$ cat src/rtl/ahb2apb_ctrl_param.sv
// ahb2apb_ctrl_param: AHB-Lite to APB3 bridge with wait states, slave error, timeout and address checks
module ahb2apb_ctrl_param #(
    parameter int ADDR_W  = 32,
    parameter int DATA_W  = 32,
    parameter int NSLV    = 3,
    parameter int SLV_LSB = 28,
    parameter int TIMEOUT = 16
) (
    input  logic              hclk,
    input  logic              hresetn,
    input  logic              hsel,
    input  logic [ADDR_W-1:0] haddr,
    input  logic [1:0]        htrans,
    input  logic              hwrite,
    input  logic [2:0]        hsize,
    input  logic [DATA_W-1:0] hwdata,
    input  logic              hready,
    output logic              hreadyout,
    output logic              hresp,
    output logic [DATA_W-1:0] hrdata,
    output logic [ADDR_W-1:0] paddr,
    output logic [NSLV-1:0]   psel,
    output logic              penable,
    output logic              pwrite,
    output logic [DATA_W-1:0] pwdata,
    input  logic [DATA_W-1:0] prdata,
    input  logic              pready,
    input  logic              pslverr,
    output logic [2:0]        state_o
);
    localparam int IDX_W = NSLV > 1 ? $clog2(NSLV) : 1;
    localparam int TO_W  = TIMEOUT > 0 ? $clog2(TIMEOUT + 1) : 1;
    localparam logic [IDX_W:0]  NSLV_L  = (IDX_W + 1)'(NSLV);
    localparam logic [2:0]      SZ_MAX  = 3'($clog2(DATA_W / 8));
    localparam logic [TO_W-1:0] TO_LAST = TO_W'(TIMEOUT > 0 ? TIMEOUT - 1 : 0);

    typedef enum logic [2:0] {IDLE = 3'd0, WWAIT, SETUP, ACCESS, ERR1, ERR2} state_t;

    state_t           state;
    logic [IDX_W-1:0] idx;
    logic [IDX_W-1:0] hidx;
    logic [TO_W-1:0]  cnt;
    logic             accept;
    logic             addr_err;

    assign hidx     = haddr[SLV_LSB +: IDX_W];
    assign accept   = hsel && hready && (htrans inside {2'b10, 2'b11});
    assign addr_err = ({1'b0, hidx} >= NSLV_L) || (hsize > SZ_MAX);
    assign state_o  = state;

    // Bridge FSM; every output is registered and set on the edge that enters its state
    always_ff @(posedge hclk or negedge hresetn) begin
        if (!hresetn) begin
            state     <= IDLE;
            hreadyout <= 1'b1;
            hresp     <= 1'b0;
            hrdata    <= '0;
            paddr     <= '0;
            psel      <= '0;
            penable   <= 1'b0;
            pwrite    <= 1'b0;
            pwdata    <= '0;
            idx       <= '0;
            cnt       <= '0;
        end else begin
            case (state)
                IDLE: if (accept) begin
                    hreadyout <= 1'b0;
                    if (addr_err) begin
                        state <= ERR1;
                        hresp <= 1'b1;
                    end else begin
                        paddr  <= haddr;
                        pwrite <= hwrite;
                        idx    <= hidx;
                        if (hwrite) state <= WWAIT;
                        else begin
                            state <= SETUP;
                            psel  <= (NSLV)'(1) << hidx;
                            cnt   <= '0;
                        end
                    end
                end
                WWAIT: begin
                    pwdata <= hwdata;
                    psel   <= (NSLV)'(1) << idx;
                    cnt    <= '0;
                    state  <= SETUP;
                end
                SETUP: begin
                    penable <= 1'b1;
                    state   <= ACCESS;
                end
                ACCESS: if (pready) begin
                    psel    <= '0;
                    penable <= 1'b0;
                    if (pslverr) begin
                        state <= ERR1;
                        hresp <= 1'b1;
                    end else begin
                        state     <= IDLE;
                        hreadyout <= 1'b1;
                        if (!pwrite) hrdata <= prdata;
                    end
                end else if (TIMEOUT > 0) begin
                    cnt <= cnt + 1'b1;
                    if (cnt == TO_LAST) begin
                        state   <= ERR1;
                        hresp   <= 1'b1;
                        psel    <= '0;
                        penable <= 1'b0;
                    end
                end
                ERR1: begin
                    hreadyout <= 1'b1;
                    state     <= ERR2;
                end
                ERR2: begin
                    hresp <= 1'b0;
                    state <= IDLE;
                end
                default: state <= IDLE;
            endcase
        end
    end
endmodule
$ cat config.mk
export PLATFORM = sky130hd
export DESIGN_NAME = ahb2apb_ctrl_param
export DESIGN_NICKNAME = d
export VERILOG_FILES = /design/src/rtl/ahb2apb_ctrl_param.sv
export SDC_FILE = /design/constraint.sdc
export NUM_CORES = 1
export LEC_CHECK = 0
export ABC_AREA = 1
export CAP_MARGIN = 5
export CORE_AREA = 4 4 125 103
export DETAILED_ROUTE_END_ITERATION = 6
export DIE_AREA = 0 0 129 107
export GPL_ROUTABILITY_DRIVEN = 0
export PLACE_DENSITY = 0.77
export RECOVER_POWER = 25
export REMOVE_ABC_BUFFERS = 1
export SLEW_MARGIN = 20
export SYNTH_ARGS = -nofsm -noshare
export SYNTH_HDL_FRONTEND = slang
export SYNTH_SLANG_ARGS = --single-unit
$ cat constraint.sdc
create_clock -name hclk -period 2.1 [get_ports hclk]
set_input_delay 0.42 -clock hclk [delete_from_list [all_inputs] [get_ports hclk]]
set_output_delay 0.42 -clock hclk [all_outputs]
set_load 0.03 [all_outputs]
== Word-level counts from Yosys, hierarchy flattened ==
Index checks and enable logic that the tools add are counted.
Widths: inputs -> output; s select.

* Add/sub/neg operators: 1
* Magnitude comparators: 2
* Eq/ne operators: 17
* Shifts and indexed selects: 2
* Mux-type cells: 31
* Bitwise logic cells: 3
* Reduce and logical (&&, ||, !) cells: 17

{| class="wikitable"
|+ Operator list
! cell !! number
|-
| $mux 3 || 10
|-
| $mux 5 || 4
|-
| $pmux 3 s5 || 1
|-
| $pmux 5 s3 || 1
|-
| $reduce_and 5->1 || 3
|-
| $ne 2x2->1 const B || 7
|-
| $mux 1 || 10
|-
| $pmux 3 s3 || 1
|-
| $reduce_bool 3->1 || 3
|-
| $reduce_and 4->1 || 2
|-
| $eq 3x2->1 const B || 2
|-
| $eq 3x3->1 const B || 2
|-
| $ne 3x3->1 const B || 2
|-
| $pmux 1 s3 || 2
|-
| $shl 1x2->3 const A || 2
|-
| $add 5x1->5 const B || 1
|-
| $eq 5x4->1 const B || 1
|-
| $eq 2x2->1 const B || 2
|-
| $reduce_and 2->1 || 2
|-
| $reduce_bool 2->1 || 2
|-
| $eq 3x1->1 const B || 1
|-
| $gt 3x2->1 const B || 1
|-
| $logic_not 3->1 || 1
|-
| $not 1->1 || 3
|-
| 6 further kinds || 7
|}

* Register bits after elaboration: 113
* Logic and storage cells: 84

== Longest topological paths before layout ==
* Word-level depth: 5
* Mapped depth: 10
* Depth with buffers taken out: 10

== Worst setup path before layout ==
Ideal clock, no wire load.

* Kind: register -> register
* Start: reg state[2], in the netlist state_o[2]
* End: reg pwdata[0]
* Library setup time: 0.125 ns
* Arrival time: 1.435 ns
* Required time: 1.975 ns
* Slack: 0.540 ns
* Cell stages (with the launch flop): 6
* Buffers on the path: 2
* Clock period less this slack: 1.560 ns
* Path through: dfrtp_1 > inv_2 > nand3_2 > buf_6 > buf_6 > mux2_4

* Word-level cells in the longest chain between the ends: 1

{| class="wikitable"
|+ RTL lines
! element !! RTL line !! RTL
|-
| start: declaration || 39 || <nowiki>state_t state;</nowiki>
|-
| start signal: assignment || 54 || <nowiki>state <= IDLE;</nowiki>
|-
| start signal: assignment || 70 || <nowiki>state <= ERR1;</nowiki>
|-
| start signal: assignment || 76 || <nowiki>if (hwrite) state <= WWAIT;</nowiki>
|-
| $eq 3x1->1 || 66 || <nowiki>case (state)</nowiki>
|-
| end signal: assignment || 85 || <nowiki>pwdata <= hwdata;</nowiki>
|-
| end: declaration || 25 || <nowiki>output logic [DATA_W-1:0] pwdata,</nowiki>
|}

No other way between the ends.
A chain may end at the register's enable or synchronous reset.

== Worst setup path after layout ==
* Start: reg state[2], in the netlist state_o[2]
* End: out state_o[2]

{| class="wikitable"
|+ RTL lines
! element !! RTL line !! RTL
|-
| end: declaration || 29 || <nowiki>output logic [2:0] state_o</nowiki>
|}

No word-level cell between the ends.

==> out/summary.log <==
INFO  status         status=finished, final reports clean
INFO  cts            clock_latency_reported_for_the_late_side_of_the_worst_skew_pair=350ps
INFO  logic_synthesis synth-seq-area-share=0.582
INFO  global_routing global_route.usage.total=0.201
INFO  detailed_routing ant_nets=0
INFO  sta            timing.final.hold_violations=0
INFO  power_and_ir_drop p_per_area=1550nW/um2
INFO  finish         post_route_cells_drive_above_1_share=0.107
INFO  sta            finalMaxSlewViolations=0
INFO  detailed_routing routedWlPerCell=16.3um
INFO  critical_path  worst-setup-path-type=flop to output port
INFO  floorplan      overall_die_area=13800um2
INFO  detailed_routing detail_route.drc_violations=0
INFO  cts            clk_path_buf_depth=2
INFO  detailed_routing post_drt_via_cell_ratio=4.96
INFO  floorplan      number_of_rows_created_at_floorplan=35
INFO  finish         finish.utilization=0.637
INFO  finish         nets=803
INFO  floorplan      initial_core_util=0.416
INFO  sta            finalCritPeriodShare=0.965
INFO  placed_design  post_dp_cell_area=7030um2
INFO  logic_synthesis syn-instance-count=483
INFO  sta            report.final.setup_viol=0
INFO  flow_run       number_of_maximum_capacitance_constraint_violations=0
INFO  cts            cts.clk_slew.worst_paths=70ps
INFO  critical_path  worstPathArrival=1610ps
INFO  placed_design  port-buffer-count=212
INFO  cts            ctsResizeCount=0
INFO  critical_path  critical_path.endpoint_type=output port
INFO  cts            ctsHoldBuffers=0
INFO  global_routing number_of_antenna_violations_at_the_first_check_in_global_routing=0
INFO  floorplan      die_w=129um
INFO  sta            max_clock_freq=493MHz
INFO  critical_path  critPathLaunchType=flop
INFO  detailed_routing route.vias.total=4198
INFO  cts            number_of_setup_buffers_added_after_cts=0
INFO  sta            worst_slew_margin_rel=0.00927
INFO  logic_synthesis count_of_distinct_cell_types_in_the_synthesized_netlist=27
INFO  cts            clockRootBuffer=sky130_fd_sc_hd__clkbuf_16
INFO  finish         mostFrequentLayoutCell=sky130_fd_sc_hd__clkdlybuf4s50_1
INFO  sta            rsz_0062_raised_after_global_routing=no
INFO  critical_path  worst_path_cell_with_the_longest_stage_delay=sky130_fd_sc_hd__clkdlybuf4s50_1
INFO  logic_synthesis postSynthRegisterBits=111
INFO  global_routing grt_first_pass_wirelength=22100um
INFO  cts            cts_buffers=9
INFO  detailed_routing drt_wl_total=13800um
INFO  finish         antennaDiodeCount=0
INFO  critical_path  critical-path-top-delay-family=buffers and inverters
INFO  cts            tritoncts=yes
INFO  placed_design  dp_hpwl=10100um
INFO  power_and_ir_drop finalPower=11300uW
INFO  sta            tightest_slew=1490ps
INFO  logic_synthesis yosysWarnings=0
INFO  critical_path  timing.critical_path.buf_inv=1
INFO  global_routing global_route.overflow_total=0
INFO  cts            htree_levels=3
INFO  sta            fin_crit=2030ps
INFO  floorplan      die_h=107um
INFO  power_and_ir_drop vdd_ir_drop_max=0.685mV
INFO  critical_path  worstPathMaxFanout=8
INFO  floorplan      floorplan.core_area=11500um2
INFO  finish         final_cell_mix=211 x sky130_fd_sc_hd__clkdlybuf4s50_1, 167 x sky130_fd_sc_hd__nand2_1, 110 x sky130_fd_sc_hd__dfrtp_1
INFO  logic_synthesis mean_syn_cell_area=9.89um2
INFO  cts            total_number_of_clock_tree_sinks=111
INFO  global_routing grt_max_degree=112
INFO  finish         area_growth_from_synthesis_to_final_layout=53.0%
INFO  logic_synthesis post_synth_design_cell_area=4770um2
INFO  worst_hold_path worst_hold_path_type=flop to flop
INFO  critical_path  cp_cell_sequence=clkdlybuf4s50_1
INFO  floorplan      top_level_ports=214
INFO  sta            finClkSkew=8.37ps
INFO  finish         stdcell_area=7310um2
INFO  detailed_routing dr.first_iter.drc_count=323
INFO  detailed_routing first_pass_iters=4
INFO  critical_path  timing.critical_path.slowest_cell_delay=750ps
INFO  global_routing first_global_vias=4310
INFO  critical_path  timing.critical_path.required=1680ps
INFO  power_and_ir_drop total_leakage_power=0.00351uW
-- worst paths after layout --
| check | startpoint | end | depth (start not counted) | slack (ps) |
|---|---|---|---|---|
| min in group asynchronous | hresetn | pwdata[22] | 2 | 580 |
| hold / removal | hrdata[24] | hrdata[24] | 2 | 470 |
| setup / recovery | state_o[2] | state_o[2] | 1 | 70 |
| max in group asynchronous | hresetn | paddr[25] | 2 | 600 |
| setup reg to reg | state_o[2] | hrdata[15] | 6 | 370 |
| hold reg to reg | hrdata[24] | hrdata[24] | 2 | 470 |
-- per-layer routing --
layer / vias up / GRT usage / wire length, um
met4: 0 / 0.0547 / 225
li1: 1990 / - / -
met5: - / 0 / 0
met1: 1995 / 0.251 / 5660
met3: 24 / 0.0822 / 1490
met2: 189 / 0.324 / 6400
-- layout make-up --
class                      count  area (um2)
multi-input combinational    331        1770
timing repair buffer         222        2220
sequential                   111        2780
tap                          148         185
clock buffer                  10         229
inverter                      18        67.6
clock inverter                 6        55.1
fill                         925        4170
-- synth_stat cells (all sizes together) --
cell | count | share of area
o21ai | 14 | 0.015
dfstp | 1 | 0.0055
dfrtp | 110 | 0.58
inv | 18 | 0.014
mux2 | 32 | 0.091
buf | 17 | 0.028
nor3 | 1 | 0.0010
a31oi | 1 | 0.0013
nand4 | 4 | 0.0066
nand3b | 1 | 0.0016
nor2 | 23 | 0.023
nand3 | 79 | 0.085
a21oi | 1 | 0.0010
nor3b | 1 | 0.0016
nand2 | 172 | 0.14
ha | 2 | 0.0052
clkbuf | 6 | 0.0047
-- logic make-up after synthesis --
kind of cell / count (synthesis) / share of synthesized area
flip-flops: 111 / 0.582
buffers and inverters: 41 / 0.0472
AND/OR/NAND/NOR: 281 / 0.257
AO/OA/AOI/OAI: 16 / 0.0170
adder cells (fa/ha/maj): 2 / 0.00524
multiplexers: 32 / 0.0912
-- sequential cells by signal (all words and copies together) (netlist names) --
signal	cells
hresp	1
pwdata	32
penable	1
paddr	32
pwrite	1
psel	3
cnt	5
state_o	3
hrdata	32
hreadyout	1
-- power breakdown --
group	switching (uW)	internal, uW	total (uW)
logic	3470	2570	6040
registers	535	3090	3620
clock network	808	828	1640
total	4810	6490	11300
-- metrics by stage --
stage | hold slack (ps) | TNS, ps | setup slack [ps] | std cells
floorplan | 124 | -5990 | -199 | 460
global placement | 453 | 0 | 125 | 830
detailed placement | 458 | 0 | 89.2 | 830
CTS | 179 | 0 | 73.6 | 846
global route | 493 | 0 | 17.5 | 846
finish | 473 | 0 | 73.6 | 846
Note: power is estimated with default switching activity, not from simulation.
